--- src/rtl/hazard_unit_pkg.sv ---
// Shared types for the pipeline hazard unit: register address width,
// operand forwarding select and hazard FSM state encodings.
package hazard_unit_pkg;

   localparam int REG_ADDR_W = 5;
   localparam int MC_CNT_W   = 8;

   typedef logic [REG_ADDR_W-1:0] reg_addr_t;

   // Operand source for the EX stage ALU inputs.
   typedef enum logic [1:0] {
      FWD_REG = 2'b00,   // register file read value
      FWD_MEM = 2'b01,   // ALU result sitting in MEM (alu_y)
      FWD_WB  = 2'b10    // write-back data (regwd)
   } fwd_sel_t;

   typedef enum logic {
      ST_RUN     = 1'b0,
      ST_MC_BUSY = 1'b1
   } hz_state_t;

endpackage

--- src/rtl/hazard_unit_fwd_compare.sv ---
// Per-operand comparator: picks the forwarding source for one ID source
// register and flags a load-use collision with the instruction in EX.
// x0 is hard-wired zero, so it never matches.
module fwd_compare
   import hazard_unit_pkg::*;
(
   input  logic [REG_ADDR_W-1:0] rs,
   input  logic                  use_rs,
   input  logic [REG_ADDR_W-1:0] ex_rd,
   input  logic                  ex_regwe,
   input  logic                  ex_is_load,
   input  logic [REG_ADDR_W-1:0] mem_rd,
   input  logic                  mem_regwe,
   output fwd_sel_t              fwd_sel,
   output logic                  load_hit
);

   logic ex_match;
   logic mem_match;

   assign ex_match  = use_rs && ex_regwe  && (ex_rd  != '0) && (ex_rd  == rs);
   assign mem_match = use_rs && mem_regwe && (mem_rd != '0) && (mem_rd == rs);

   // A load in EX has no data yet, so it is a stall rather than a forward.
   assign load_hit = ex_match && ex_is_load;

   // Youngest producer wins: EX result beats the older MEM result.
   always_comb begin
      fwd_sel = FWD_REG;
      if (ex_match && !ex_is_load) begin
         fwd_sel = FWD_MEM;
      end else if (mem_match) begin
         fwd_sel = FWD_WB;
      end
   end

endmodule

--- src/rtl/hazard_unit.sv ---
// Pipeline hazard unit: multicycle EX stall with timeout abort, taken-branch
// flush, load-use stall and registered operand forwarding selects.
// Priority of events: multicycle stall > timeout abort > taken branch >
// load-use stall. All stall/flush outputs are combinational and held low
// while reset is asserted.
module hazard_unit
   import hazard_unit_pkg::*;
#(
   parameter int MC_TIMEOUT = 64
)(
   input  logic                  clk,
   input  logic                  reset,
   input  logic [REG_ADDR_W-1:0] id_rs1,
   input  logic [REG_ADDR_W-1:0] id_rs2,
   input  logic                  id_use_rs1,
   input  logic                  id_use_rs2,
   input  logic [REG_ADDR_W-1:0] ex_rd,
   input  logic                  ex_regwe,
   input  logic                  ex_is_load,
   input  logic [REG_ADDR_W-1:0] mem_rd,
   input  logic                  mem_regwe,
   input  logic                  b_taken,
   input  logic                  mc_start,
   input  logic                  mc_done,
   output logic                  stall_if,
   output logic                  stall_id,
   output logic                  stall_ex,
   output logic                  flush_id,
   output logic                  flush_ex,
   output logic [1:0]            fwd_a,
   output logic [1:0]            fwd_b,
   output logic                  mc_busy,
   output logic                  mc_error,
   output hz_state_t             dbg_state
);

   localparam logic [MC_CNT_W-1:0] TIMEOUT_LAST = MC_CNT_W'(MC_TIMEOUT - 1);

   hz_state_t             state;
   logic [MC_CNT_W-1:0]   mc_cnt;
   fwd_sel_t              fwd_a_q;
   fwd_sel_t              fwd_b_q;

   fwd_sel_t              sel_a;
   fwd_sel_t              sel_b;
   logic                  hit_a;
   logic                  hit_b;
   logic                  mc_stall;
   logic                  mc_abort;
   logic                  load_use;

   fwd_compare u_fwd_rs1 (
      .rs         (id_rs1),
      .use_rs     (id_use_rs1),
      .ex_rd      (ex_rd),
      .ex_regwe   (ex_regwe),
      .ex_is_load (ex_is_load),
      .mem_rd     (mem_rd),
      .mem_regwe  (mem_regwe),
      .fwd_sel    (sel_a),
      .load_hit   (hit_a)
   );

   fwd_compare u_fwd_rs2 (
      .rs         (id_rs2),
      .use_rs     (id_use_rs2),
      .ex_rd      (ex_rd),
      .ex_regwe   (ex_regwe),
      .ex_is_load (ex_is_load),
      .mem_rd     (mem_rd),
      .mem_regwe  (mem_regwe),
      .fwd_sel    (sel_b),
      .load_hit   (hit_b)
   );

   assign load_use = hit_a || hit_b;

   // The abort cycle itself is not stalled: EX is flushed instead.
   assign mc_abort = (state == ST_MC_BUSY) && !mc_done && (mc_cnt == TIMEOUT_LAST);
   assign mc_stall = ((state == ST_RUN)     && mc_start && !mc_done) ||
                     ((state == ST_MC_BUSY) && !mc_done && !mc_abort);

   // Stall/flush decode in priority order; everything low during reset.
   always_comb begin
      stall_if = 1'b0;
      stall_id = 1'b0;
      stall_ex = 1'b0;
      flush_id = 1'b0;
      flush_ex = 1'b0;
      if (!reset) begin
         if (mc_stall) begin
            stall_if = 1'b1;
            stall_id = 1'b1;
            stall_ex = 1'b1;
         end else if (mc_abort) begin
            flush_ex = 1'b1;
         end else if (b_taken) begin
            // Instructions behind a taken branch are wrong-path; any
            // load-use hazard they present is irrelevant.
            flush_id = 1'b1;
            flush_ex = 1'b1;
         end else if (load_use) begin
            stall_if = 1'b1;
            stall_id = 1'b1;
            flush_ex = 1'b1;
         end
      end
   end

   // Multicycle FSM, cycle counter and sticky timeout flag.
   always_ff @(posedge clk or posedge reset) begin
      if (reset) begin
         state    <= ST_RUN;
         mc_cnt   <= '0;
         mc_error <= 1'b0;
      end else begin
         case (state)
            ST_RUN: begin
               mc_cnt <= '0;
               if (mc_start && !mc_done) begin
                  state <= ST_MC_BUSY;
               end
            end
            ST_MC_BUSY: begin
               if (mc_done) begin
                  state  <= ST_RUN;
                  mc_cnt <= '0;
               end else if (mc_cnt == TIMEOUT_LAST) begin
                  state    <= ST_RUN;
                  mc_cnt   <= '0;
                  mc_error <= 1'b1;
               end else begin
                  mc_cnt <= mc_cnt + MC_CNT_W'(1);
               end
            end
            default: begin
               state  <= ST_RUN;
               mc_cnt <= '0;
            end
         endcase
      end
   end

   // Forward selects follow the instruction moving into EX: cleared when a
   // bubble is loaded, frozen while EX is stalled.
   always_ff @(posedge clk or posedge reset) begin
      if (reset) begin
         fwd_a_q <= FWD_REG;
         fwd_b_q <= FWD_REG;
      end else if (flush_ex) begin
         fwd_a_q <= FWD_REG;
         fwd_b_q <= FWD_REG;
      end else if (!stall_ex) begin
         fwd_a_q <= sel_a;
         fwd_b_q <= sel_b;
      end
   end

   assign fwd_a     = fwd_a_q;
   assign fwd_b     = fwd_b_q;
   assign mc_busy   = (state == ST_MC_BUSY);
   assign dbg_state = state;

endmodule

--- config.mk ---
export PLATFORM = sky130hd
export DESIGN_NAME = hazard_unit
export DESIGN_NICKNAME = d
export VERILOG_FILES = /design/src/rtl/hazard_unit_pkg.sv /design/src/rtl/hazard_unit_fwd_compare.sv /design/src/rtl/hazard_unit.sv
export SDC_FILE = /design/constraint.sdc
export NUM_CORES = 1
export LEC_CHECK = 0
export CAP_MARGIN = 20
export CORE_AREA = 2 2 50 52
export DETAILED_ROUTE_END_ITERATION = 7
export DIE_AREA = 0 0 52 54
export MAX_ROUTING_LAYER = met4
export PLACE_DENSITY_LB_ADDON = 0.05
export SLEW_MARGIN = 20
export SYNTH_ARGS = -nofsm -noshare
export SYNTH_HDL_FRONTEND = slang
export SYNTH_SLANG_ARGS = --single-unit
export TNS_END_PERCENT = 1
--- constraint.sdc ---
create_clock -name clk -period 3.2 [get_ports clk]
set_clock_uncertainty 0.15 [all_clocks]
set_input_delay 0.64 -clock clk [delete_from_list [all_inputs] [get_ports clk]]
set_output_delay 0.64 -clock clk [all_outputs]
set_load 0.005 [all_outputs]
== Yosys cells after proc, flatten, opt, wreduce, memory -nomap -nowiden ==
Cells that the tools add are included.

* $add $sub $neg: 1
* Eq/ne operators: 6
* Multiplexer cells: 30
* Bitwise logic cells: 2
* Reduce and logical (&&, ||, !) cells: 30

{| class="wikitable"
|+ Operator list
! cell !! count
|-
| 1-bit logical AND || 22
|-
| 5-bit == test || 4
|-
| 1-bit two-way mux || 18
|-
| 2-bit two-way mux || 8
|-
| 8-bit two-way mux || 2
|-
| 8-bit one-hot mux with 2 select lines || 1
|-
| 5-bit nonzero test || 2
|-
| 8-bit by 1-bit adder with 8-bit output, second input constant || 1
|-
| 8-bit by 6-bit == test with 1-bit output, second input constant || 1
|-
| 1-bit logical NOT || 3
|-
| 3-bit AND reduction || 1
|-
| 1-bit logical OR || 2
|-
| 2-bit by 1-bit != test with 1-bit output, second input constant || 1
|-
| 1-bit NOT || 2
|-
| 1-bit one-hot mux with 2 select lines || 1
|}

* Register bits after elaboration: 14
* Input port bits: 30
* Output and inout bits: 12
* Logic and storage cells: 74

== Longest topological paths before layout ==
Gate-level depths: netlist (run 1).

* Word-level depth: 11
* Depth in mapped cells: 6
* Gate-level depth less buffers: 5

== Cells and area by module ==
From an unflattened synthesis (run 1), not the netlist that was laid out.

* Cell total of the unflattened synthesis: 130
* Area total of the unflattened synthesis: 1,138.6 µm²

{| class="wikitable"
|+ By module, submodules not included
! module !! times used !! cells each !! area each (µm²) !! seq. area each (µm²)
|-
| hazard_unit || 1 || 84 || 790.8 || 350.3
|-
| fwd_compare || 2 || 23 || 173.9 || 0.0
|}

== Least setup slack after synthesis (run 1) ==
Ideal clock, no wire load.

* Kind: in2out
* From: in ex_rd[1]
* To: out stall_if
* Data arrival time: 1.757 ns
* Data required time: 2.410 ns
* Setup slack: 0.653 ns
* Stages: 6
* Buffers on the path: 1
* Cells stage by stage: or4_1 o21ai_2 inv_1 o211ai_1 o21bai_1 buf_4

* Cells in the longest elaborated chain, start to end: 10
* Elaborated cells on any way between the ends: 15
* Classes of those cells: eq/ne (2); mux (5); reduce/logical (8)

{| class="wikitable"
|+ RTL lines
! item !! RTL line !! RTL
|-
| from (decl) || hazard_unit.sv:17 || <nowiki>input logic [REG_ADDR_W-1:0] ex_rd,</nowiki>
|-
| 5-bit nonzero test || hazard_unit_fwd_compare.sv:21 || <nowiki>assign ex_match = use_rs && ex_regwe && (ex_rd != '0) && (ex_rd == rs);</nowiki>
|-
| 1-bit logical AND (2 in a row) || hazard_unit_fwd_compare.sv:21 ||
|-
| 1-bit logical AND || hazard_unit_fwd_compare.sv:25 || <nowiki>assign load_hit = ex_match && ex_is_load;</nowiki>
|-
| 1-bit logical OR * || hazard_unit.sv:76 || <nowiki>assign load_use = hit_a || hit_b;</nowiki>
|-
| 1-bit two-way mux * (5 in a row) || - ||
|-
| to (decl) || hazard_unit.sv:25 || <nowiki>output logic stall_if,</nowiki>
|}

Every way passes the cells marked *; elsewhere a longest branch is shown, timed or not.

== Final worst setup path (run 1) ==
* From: in ex_rd[2]
* To: out flush_ex

* Cells in the longest elaborated chain, start to end: 10
* Elaborated cells on any way between the ends: 15
* Classes of those cells: eq/ne (2); mux (5); reduce/logical (8)

{| class="wikitable"
|+ RTL lines
! item !! RTL line !! RTL
|-
| 5-bit nonzero test || hazard_unit_fwd_compare.sv:21 ||
|-
| 1-bit logical AND (2 in a row) || hazard_unit_fwd_compare.sv:21 ||
|-
| 1-bit logical AND || hazard_unit_fwd_compare.sv:25 ||
|-
| 1-bit logical OR * || hazard_unit.sv:76 ||
|-
| 1-bit two-way mux * || hazard_unit.sv:102 || <nowiki>end else if (load_use) begin</nowiki>
|-
| 1-bit two-way mux * || hazard_unit.sv:97 || <nowiki>end else if (b_taken) begin</nowiki>
|-
| 1-bit two-way mux * || hazard_unit.sv:95 || <nowiki>end else if (mc_abort) begin</nowiki>
|-
| 1-bit two-way mux * || hazard_unit.sv:91 || <nowiki>if (mc_stall) begin</nowiki>
|-
| 1-bit two-way mux * || hazard_unit.sv:90 || <nowiki>if (!reset) begin</nowiki>
|-
| to (decl) || hazard_unit.sv:29 || <nowiki>output logic flush_ex,</nowiki>
|}

Marked as above.

==> results of run 1 <==
power groups by stage:
stage                     Sequential, W  Combinational, W  Clock [W]
after floorplan                0.000187         0.0000463          0
after global placement         0.000188          0.000129          0
after detailed placement       0.000188          0.000130          0
after CTS                      0.000184          0.000129   0.000100
after global routing           0.000185          0.000140   0.000106
final                          0.000184          0.000128  0.0000958
path summary, 6_finish.rpt:
kind,from,to,depth (start not counted)
min in group asynchronous,reset,fwd_a[0]$_DFFE_PP0P_,4
max reg2reg,mc_cnt[0]$_DFF_PP0_,fwd_a[0]$_DFFE_PP0P_,6
max,ex_rd[2],flush_ex,7
min,mc_error$_DFFE_PP0P_,mc_error$_DFFE_PP0P_,1
max in group asynchronous,reset,mc_cnt[7]$_DFF_PP0_,4
min reg2reg,mc_error$_DFFE_PP0P_,mc_error$_DFFE_PP0P_,1
cell usage after synthesis (all sizes together) (2+ instances only):
library cell and n:
a22o 2, and3 5, nand3 6, a32o 2
nor2 11, nand2 3, buf 2, o21ai 3
xor2 20, dfrtp 14, or4 2, inv 4
xnor2 6, a21oi 4, nor4 6
metrics by stage:
step / utilization [%] / std cells / TNS (ns) / power (W) / worst slack (ns)
floorplan: - / 99 / 0 / 0.0002333 / 0.6527
global placement: 66.88 / 186 / -0.6585 / 0.0003164 / -0.2423
detailed placement: 66.88 / 186 / -0.6965 / 0.0003180 / -0.2585
CTS: 68.02 / 190 / -0.1871 / 0.0004135 / -0.1748
global route: 68.66 / 191 / -0.3240 / 0.0004300 / -0.1867
finish: 68.66 / 191 / 0 / 0.0004077 / 0.02549
cell families (layout without fill, tap and decap cells):
family                     Yosys count  count (layout)  share of synthesized area (%)
adders and majority gates            1               1                          1.272
xor gates and xnor gates            26              26                          23.16
buffers and inverters                6              68                          3.053
DFF                                 14              14                          35.62
AOI/OAI and AO/OA                   16              16                          14.76
and+or+nand+nor                     36              36                          22.14
per-layer routing:
metal / track usage (%) / share of wire, %
met5: - / 0
met4: 5.263 / 1.0
met3: 4.167 / 5.2
met2: 35.23 / 51
met1: 21.88 / 42
cell type report:
type	count	share of cell area, %
Clock buffer	3	1.414
Timing Repair Buffer	61	35.43
Tap cell	30	2.357
Multi-Input combinational cell	79	37.86
Inverter	4	0.9427
Sequential cell	14	22.00
critical path, delay by kind of cell:
kind / cells / cell delay (ns)
XOR/XNOR: 1 / 0.18
buffers and inverters: 2 / 0.74
AO/OA/AOI/OAI: 2 / 0.36
AND/OR/NAND/NOR: 2 / 0.46
flip-flops by register name, indices dropped and copies added, names as in the netlist:
name	flops
fwd_b	2
dbg_state	1
fwd_a	2
mc_error	1
mc_cnt	8
timing repair:
action	in CTS	in global routing
gates resized for setup	3	3
endpoints found under the hold margin	0	0
pin swaps	2	3
buffers inserted	1	1
endpoints found under the setup margin	4	4
==> results.md, run 1 <==
* Initial Utilization at 42.39%
* Count of nets after finishing at 194
* Synthesized Nets at 130
* Root buffer cell: clkbuf_4
* Filler Cells Inserted at 189
* Power Density at 256.0 mW/mm^2
* DRC viols at 0
* Post-synth top area share at 35.62%
* Die Span X at 52 microns
* Via count at 965
* Worst rel slew slack at 69.38%
* TritonCTS Sinks at 14
* Routed WL at 2442 microns
* Initial antenna violation count at 0
* Post-synthesis sequential area ratio at 35.62%
* GRT overflow at 0
* Ant. Diodes at 0
* Delay of the slowest critical-path stage at 0.46 ns
* Final GP Congestion at 0.8438
* Area Overhead vs Synth at 61.96%
* Largest net degree at the start of global routing at 15
* Peak Freq at 0.3150 GHz
* Net Sw Power at 0.0001076 W
* CTS clk-pin slew, worst paths at 0.08 ns
* Worst-margin pin slew at 0.4582 ns
* Most common cell after layout, fill and taps aside: clkdlybuf4s50_1
* CTS Buf Count at 3
* Vias per cell at 5.052
* Share of layout cells above drive strength 1 at 20.50%
* Peak VDD IR at 208.5 uV
* TritonRoute pass-1 iters at 4
* Leading cell types in the layout, fill and taps excluded: 35 x clkdlybuf4s50_1, 20 x xor2_1, 20 x buf_4
* Max Cap Viol at 0
* RSZ-0062 raised after global routing: yes
* Final instance area at 0.001593 sq mm
* Number of flops mapped to enable cells by yosys at 0
* Synth Flop Type: dfrtp_1
* CTS max path bufs at 2
* # setup viols final at 0
* IO buf count at 41
* Fin crit share at 99.20%
* Die Y-Extent at 54 microns
* Worst path cell trace: clkdlybuf4s50_1 -> xor2_1 -> nor4_1 -> and3_1 -> o211ai_1 -> a211oi_1 -> dlygate4sd2_1
* Multi-input logic area at 603.1 sq um
* Gr usage total at 19.55%
* H-tree levels at 1
* Min-delay worst type: flop to flop
* Iteration-0 DRC Markers at 16
* Hold buffer count at cts at 0
* Post-Synthesis Cells at 99
* Syn_area_per_cell at 9.934 sq um
* Number of distinct library cells after synthesis at 31
* Flop pwr share at 45.2%
* Logic pwr share at 31.3%
* Arr. time, crit path at 2.38 ns
* Critical Path RT at 2.41 ns
* DR WL/cell at 12.79 microns
* Seq cells post-synth at 14
* Worst hold slack at 0.3288 ns
* Tmin final at 3.175 ns
* CP Class: primary input to output pin
* Clk_lat worst skew at 0.27 ns
* Warnings, synthesis at 0
* P_int at 0.0003002 W
* Yosys top cell by area: dfrtp_1
* CTS tree: built
* Final Hold Vio Count at 0
* Worst reg2reg setup slack at 1.25 ns
* Number of global-route vias before repair at 963
* Pleak at 0.7256 nW
* Core ar. at 0.002320 sq mm
* Global-route wire length before repair at 3891 microns
* Row Count at 18
* Register area at 350.3 sq um
* Switch share at 26.38%
* Crit start category: primary input
* Die area at 0.002808 sq mm
* Largest cells by area after synthesis: dfrtp_1 36%, xor2_1 18%, xnor2_1 5.3%
* Async SR Flop Fraction at 100.0%
* Final Max Tran Viols at 0
* Status: completed
* Antenna Nets Post-Route at 0
* Crit end category: output pin
* Placed Area at 0.001551 sq mm
* Clock share of power at 23.5%
* CP max-delay cell: clkdlybuf4s50_1
* DP Wirelength at 2070 microns
* Io pins at 42
* CP max FO at 3
* Post-Synthesis Cell Area at 983.4 sq um
No activity file was read; power rests on OpenSTA's default activity.
==> run 2: changes to the inputs <==
CORE_AREA = 2 2 53 55   (was 2 2 50 52)
DIE_AREA = 0 0 55 57   (was 0 0 52 54)
==> run 2 against run 1 <==
Cell area rose by 2.0%. Sequential power hardly changed. First-iteration DRC count decreased by 31%. Non-clock buffer count up 2. Total power grew 8.7%. Critical path depth unchanged. Global-route usage down 0.28 points. Critical path type unchanged. Largest power group unchanged.
==> results.md, run 2 (synthesized netlist as in run 1, its figures left out) <==
* Final Max Tran Viols at 0
* CTS tree: built
* Core ar. at 0.002615 sq mm
* TritonCTS Sinks at 14
* Peak Freq at 0.3154 GHz
* Net Sw Power at 0.0001149 W
* Flop pwr share at 41.5%
* R2R depth at 6
* Die area at 0.003135 sq mm
* DR WL/cell at 13.43 microns
* Reg2reg end: fwd_b[1]$_DFFE_PP0P_
* Crit start category: primary input
* Initial antenna violation count at 0
* Count of nets after finishing at 196
* WHS Path Cells at 1
* Peak VDD IR at 185.2 uV
* Status: completed
* Family with the most delay on the worst path: buffers and inverters
* Grt met2 use at 31.63%
* Power Density at 272.8 mW/mm^2
* Crit end category: output pin
* RSZ-0062 raised after global routing: yes
* Iteration-0 DRC Markers at 11
* Arr. time, crit path at 2.38 ns
* Worst path cell trace: clkdlybuf4s50_1 -> xor2_1 -> nor4_1 -> and3_1 -> o211ai_1 -> a211oi_1 -> dlygate4sd2_1
* Share of layout cells above drive strength 1 at 21.95%
* Register area at 350.3 sq um
* Final std cells w/o fill at 195
* P_int at 0.0003282 W
* Fin crit share at 99.09%
* DP Wirelength at 2249 microns
* CTS clk-pin slew, worst paths at 0.09 ns
* Routed WL at 2619 microns
* Via count at 970
* Logic pwr share at 29.6%
* Worst rel slew slack at 72.97%
* CP max FO at 3
* Die Y-Extent at 57 microns
* Root buffer cell: clkbuf_4
* Final Hold Vio Count at 0
* Number of global-route vias before repair at 1039
* Tmin final at 3.171 ns
* Leading cell types in the layout, fill and taps excluded: 36 x clkdlybuf4s50_1, 22 x buf_4, 20 x xor2_1
* Dpl cells at 191
* Clock share of power at 28.9%
* Worst reg2reg setup slack at 1.35 ns
* Ant. Diodes at 0
* RR Startpoint: mc_cnt[0]$_DFF_PP0_
* Most flops, register: mc_cnt
* TritonRoute pass-1 iters at 4
* Initial Utilization at 37.61%
* Grt peak-use layer: met2
* CP max-delay cell: clkdlybuf4s50_1
* GRT overflow at 0
* Worst-margin pin slew at 0.4022 ns
* Final GP Congestion at 0.8179
* Number of setup buffers added after CTS at 0
* Met1 usage at 23.76%
* # setup viols final at 0
* Pleak at 0.7443 nW
* GRT met3 Usage at 3.403%
* Area Overhead vs Synth at 65.14%
* Hold_sp: mc_error$_DFFE_PP0P_
* Die Span X at 55 microns
* Critical path buffers and inverters at 2
* Antenna Nets Post-Route at 0
* Vias per cell at 4.974
* Critical Path RT at 2.41 ns
* CP startpoint: ex_rd[1]
* Delay of the slowest critical-path stage at 0.45 ns
* Row Count at 19
* Gr usage total at 19.27%
* Setup TNS Final at 0 ns
* Largest register FFs at 8
* Io pins at 42
* DRC viols at 0
* CTS Buf Count at 3
* Most common cell after layout, fill and taps aside: clkdlybuf4s50_1
* Max Cap Viol at 0
* Multi-input logic area at 603.1 sq um
* Switch share at 25.94%
* Global-route wire length before repair at 4374 microns
* H-tree levels at 1
* Filler Cells Inserted at 227
* CP Class: primary input to output pin
* Clk_lat worst skew at 0.27 ns
* Worst hold endpoint: mc_error$_DFFE_PP0P_
* Min-delay worst type: flop to flop
* CTS max path bufs at 2
* Largest net degree at the start of global routing at 16
* IO buf count at 41
* Final Util at 62.11%
run 2: layout make-up:
class / count / area share (%)
Timing Repair Buffer: 63 / 35.75
Inverter: 4 / 0.9245
Sequential cell: 14 / 21.57
Clock buffer: 4 / 2.234
Tap cell: 31 / 2.388
Multi-Input combinational cell: 79 / 37.13
run 2: timing repair:
| item | 4_1_cts | 5_1_grt |
|---|---|---|
| pin swaps | 2 | 3 |
| endpoints found under the setup margin | 3 | 3 |
| hold buffers | 0 | 0 |
| gates resized for setup | 2 | 3 |
run 2: worst max-delay path by stage:
stage	cells after the start	endpoint	slack, ns
floorplan	6	stall_if	0.65
global placement	7	flush_ex	-0.25
detailed placement	7	flush_ex	-0.28
CTS	7	stall_if	-0.23
global route	7	flush_ex	-0.08
finish	7	flush_ex	0.03
run 2: worst reg2reg max path, stage by stage, from the launching register on:
cell and delay, ns:
dfrtp_1 0.39, ha_1 0.28, nand3_4 0.13, o311ai_4 0.33, a21oi_4 0.12, buf_4 0.16
a32o_1 0.19
run 2: power by group through the flow:
stage	clock, W	combinational [W]	sequential, W
after floorplan	0	0.0000463	0.000187
after global placement	0	0.000133	0.000187
after detailed placement	0	0.000133	0.000188
after CTS	0.000134	0.000133	0.000184
after global routing	0.000143	0.000143	0.000185
final	0.000128	0.000131	0.000184
run 2: layer usage:
layer / part of all wire (%) / up-vias
met4: 1.5 / 0
li1: - / 485
met5: 0 / -
met1: 46 / 462
met2: 50 / 19
met3: 2.9 / 4
run 2: metrics by stage:
stage / hold WS (ns) / setup slack (ns) / power [W] / cell area [sq um]
after floorplan: 0.2971 / 0.6527 / 0.0002333 / 983.4
after global placement: 0.3000 / -0.2473 / 0.0003204 / 1583
after detailed placement: 0.3036 / -0.2805 / 0.0003210 / 1583
after CTS: 0.3270 / -0.2259 / 0.0004510 / 1617
after global routing: 0.3405 / -0.08278 / 0.0004709 / 1624
final: 0.3241 / 0.02923 / 0.0004431 / 1624
==> run 3: changes to the inputs <==
clock period = 3.5 ns   (was 3.2 ns; I/O delays follow)
==> run 3 against run 2 <==
Clock power decreased by 9%. Total power decreased by 9.8%. Cell count decreased by 2.6%. Global-route usage decreased by 0.92 points. Core utilization decreased by 1.4 points. Routed wire length decreased by 2.7%. Cell area decreased by 2.2%. First-iteration DRC count increased by 82%.
==> results.md, run 3 (synthesized netlist as in run 1, its figures left out) <==
* # setup viols final at 0
* Arr. time, crit path at 2.49 ns
* CTS clk-pin slew, worst paths at 0.08 ns
* Initial antenna violation count at 0
* DR WL/cell at 13.41 microns
* Ant. Diodes at 0
* TritonRoute pass-1 iters at 4
* Net Sw Power at 0.0001034 W
* H-tree levels at 1
* Tmin final at 3.337 ns
* Hold buffer count at cts at 0
* Area Overhead vs Synth at 61.45%
* Power Density at 251.6 mW/mm^2
* Worst rel slew slack at 67.41%
* Peak VDD IR at 280.6 uV
* Peak Freq at 0.2997 GHz
* Die Y-Extent at 57 microns
* Routed WL at 2547 microns
* Min-delay worst type: flop to flop
* DRC viols at 0
* IO buf count at 41
* Clock share of power at 29.0%
* Final instance area at 0.001588 sq mm
* Via count at 936
* Crit end category: output pin
* Placed Area at 0.001538 sq mm
* Critical Path RT at 2.65 ns
* Global-route wire length before repair at 4126 microns
* CTS max path bufs at 2
* Switch share at 25.88%
* TritonCTS Sinks at 14
* Leading cell types in the layout, fill and taps excluded: 34 x clkdlybuf4s50_1, 20 x xor2_1, 17 x buf_4
* Flop pwr share at 42.1%
* CP Class: primary input to output pin
* Largest net degree at the start of global routing at 15
* P_int at 0.0002961 W
* Final Hold Vio Count at 0
* Clk_lat worst skew at 0.28 ns
* Logic pwr share at 28.8%
* Worst-margin pin slew at 0.4877 ns
* Initial Utilization at 37.61%
* Pleak at 0.7207 nW
* Worst reg2reg setup slack at 1.51 ns
* Die area at 0.003135 sq mm
* GRT overflow at 0
* Antenna Nets Post-Route at 0
* Count of nets after finishing at 191
* Crit start category: primary input
* Final std cells w/o fill at 190
* Max Cap Viol at 0
* Root buffer cell: clkbuf_4
* Most flops, register: mc_cnt
* CTS Buf Count at 3
* Final GP Congestion at 0.8287
* Row Count at 19
* Most common cell after layout, fill and taps aside: clkdlybuf4s50_1
* Largest register FFs at 8
* Status: completed
* Dpl cells at 185
* Fin crit share at 95.33%
* Number of global-route vias before repair at 951
* RSZ-0062 raised after global routing: no
* DP Wirelength at 2159 microns
* Vias per cell at 4.926
* Iteration-0 DRC Markers at 20
* CTS tree: built
* Final Max Tran Viols at 0
* Core ar. at 0.002615 sq mm
* Die Span X at 55 microns
* Share of layout cells above drive strength 1 at 20.13%
* CP max FO at 3
* Io pins at 42
* Gr usage total at 18.35%
## run 3: cell count changes in the layout (fill, tap and decap cells not counted), sizes merged
cell,delta
buf,-5
clkdlybuf4s50,-2
dlygate4sd2,+2
## run 3: final timing paths
| check | start | end | cells past startpoint |
|---|---|---|---|
| min | mc_error$_DFFE_PP0P_ | mc_error$_DFFE_PP0P_ | 1 |
| max in group asynchronous | reset | dbg_state$_DFF_PP0_ | 4 |
| min reg2reg | mc_error$_DFFE_PP0P_ | mc_error$_DFFE_PP0P_ | 1 |
| min in group asynchronous | reset | fwd_a[0]$_DFFE_PP0P_ | 4 |
| max reg2reg | mc_cnt[0]$_DFF_PP0_ | fwd_b[0]$_DFFE_PP0P_ | 6 |
| max | ex_rd[1] | flush_ex | 7 |
## run 3: power groups by stage
stage | Sequential [W] | Combinational [W] | Clock [W]
6_report | 0.000168 | 0.000115 | 0.000116
5_1_grt | 0.000169 | 0.000125 | 0.000126
4_1_cts | 0.000168 | 0.000116 | 0.000120
3_5_place_dp | 0.000172 | 0.000117 | 0
3_3_place_gp | 0.000171 | 0.000117 | 0
2_1_floorplan | 0.000171 | 0.0000423 | 0
## run 3: critical path: stages
cell and delay (ns):
clkdlybuf4s50_1 0.47, or4_4 0.56, o21ai_2 0.16, inv_1 0.07, o211ai_1 0.14, a211oi_1 0.11, dlygate4sd2_1 0.28
## run 3: through the flow
stage	setup TNS [ns]	util, %	hold WS [ns]	worst slack [ns]	power (W)
2_1_floorplan	0	-	0.2971	0.8327	0.0002133
3_5_place_dp	-0.2479	58.80	0.3102	-0.1348	0.0002889
5_1_grt	0	60.72	0.3490	0.08550	0.0004198
4_1_cts	0	60.14	0.3309	0.0001794	0.0004044
3_3_place_gp	-0.1205	58.80	0.2997	-0.05526	0.0002886
6_report	0	60.72	0.3238	0.1633	0.0003995
## run 3: final cells by class
| cell class | instances | area, sq um |
|---|---|---|
| clock buffers | 4 | 36.28 |
| fillers | 235 | 1027 |
| inverters | 4 | 15.01 |
| multi-input cells | 79 | 606.8 |
| flip-flops and latches | 14 | 350.3 |
| well taps | 31 | 38.79 |
| repair buffers | 58 | 540.5 |
## run 3: what timing repair did
item | in CTS | in global routing
gates resized for setup | 5 | 3
pin swaps | 3 | 6
cloned | 0 | 0
endpoints found under the setup margin | 3 | 1
endpoints found under the hold margin | 0 | 0
buffers inserted | 0 | 1
## run 3: routing by layer
metal | track usage [%] | share of wire (%) | wire length (microns)
met2 | 29.59 | 50 | 1267
met5 | - | 0 | 0
met1 | 23.56 | 47 | 1203
met3 | 3.927 | 2.5 | 63
met4 | 3.484 | 0.47 | 12
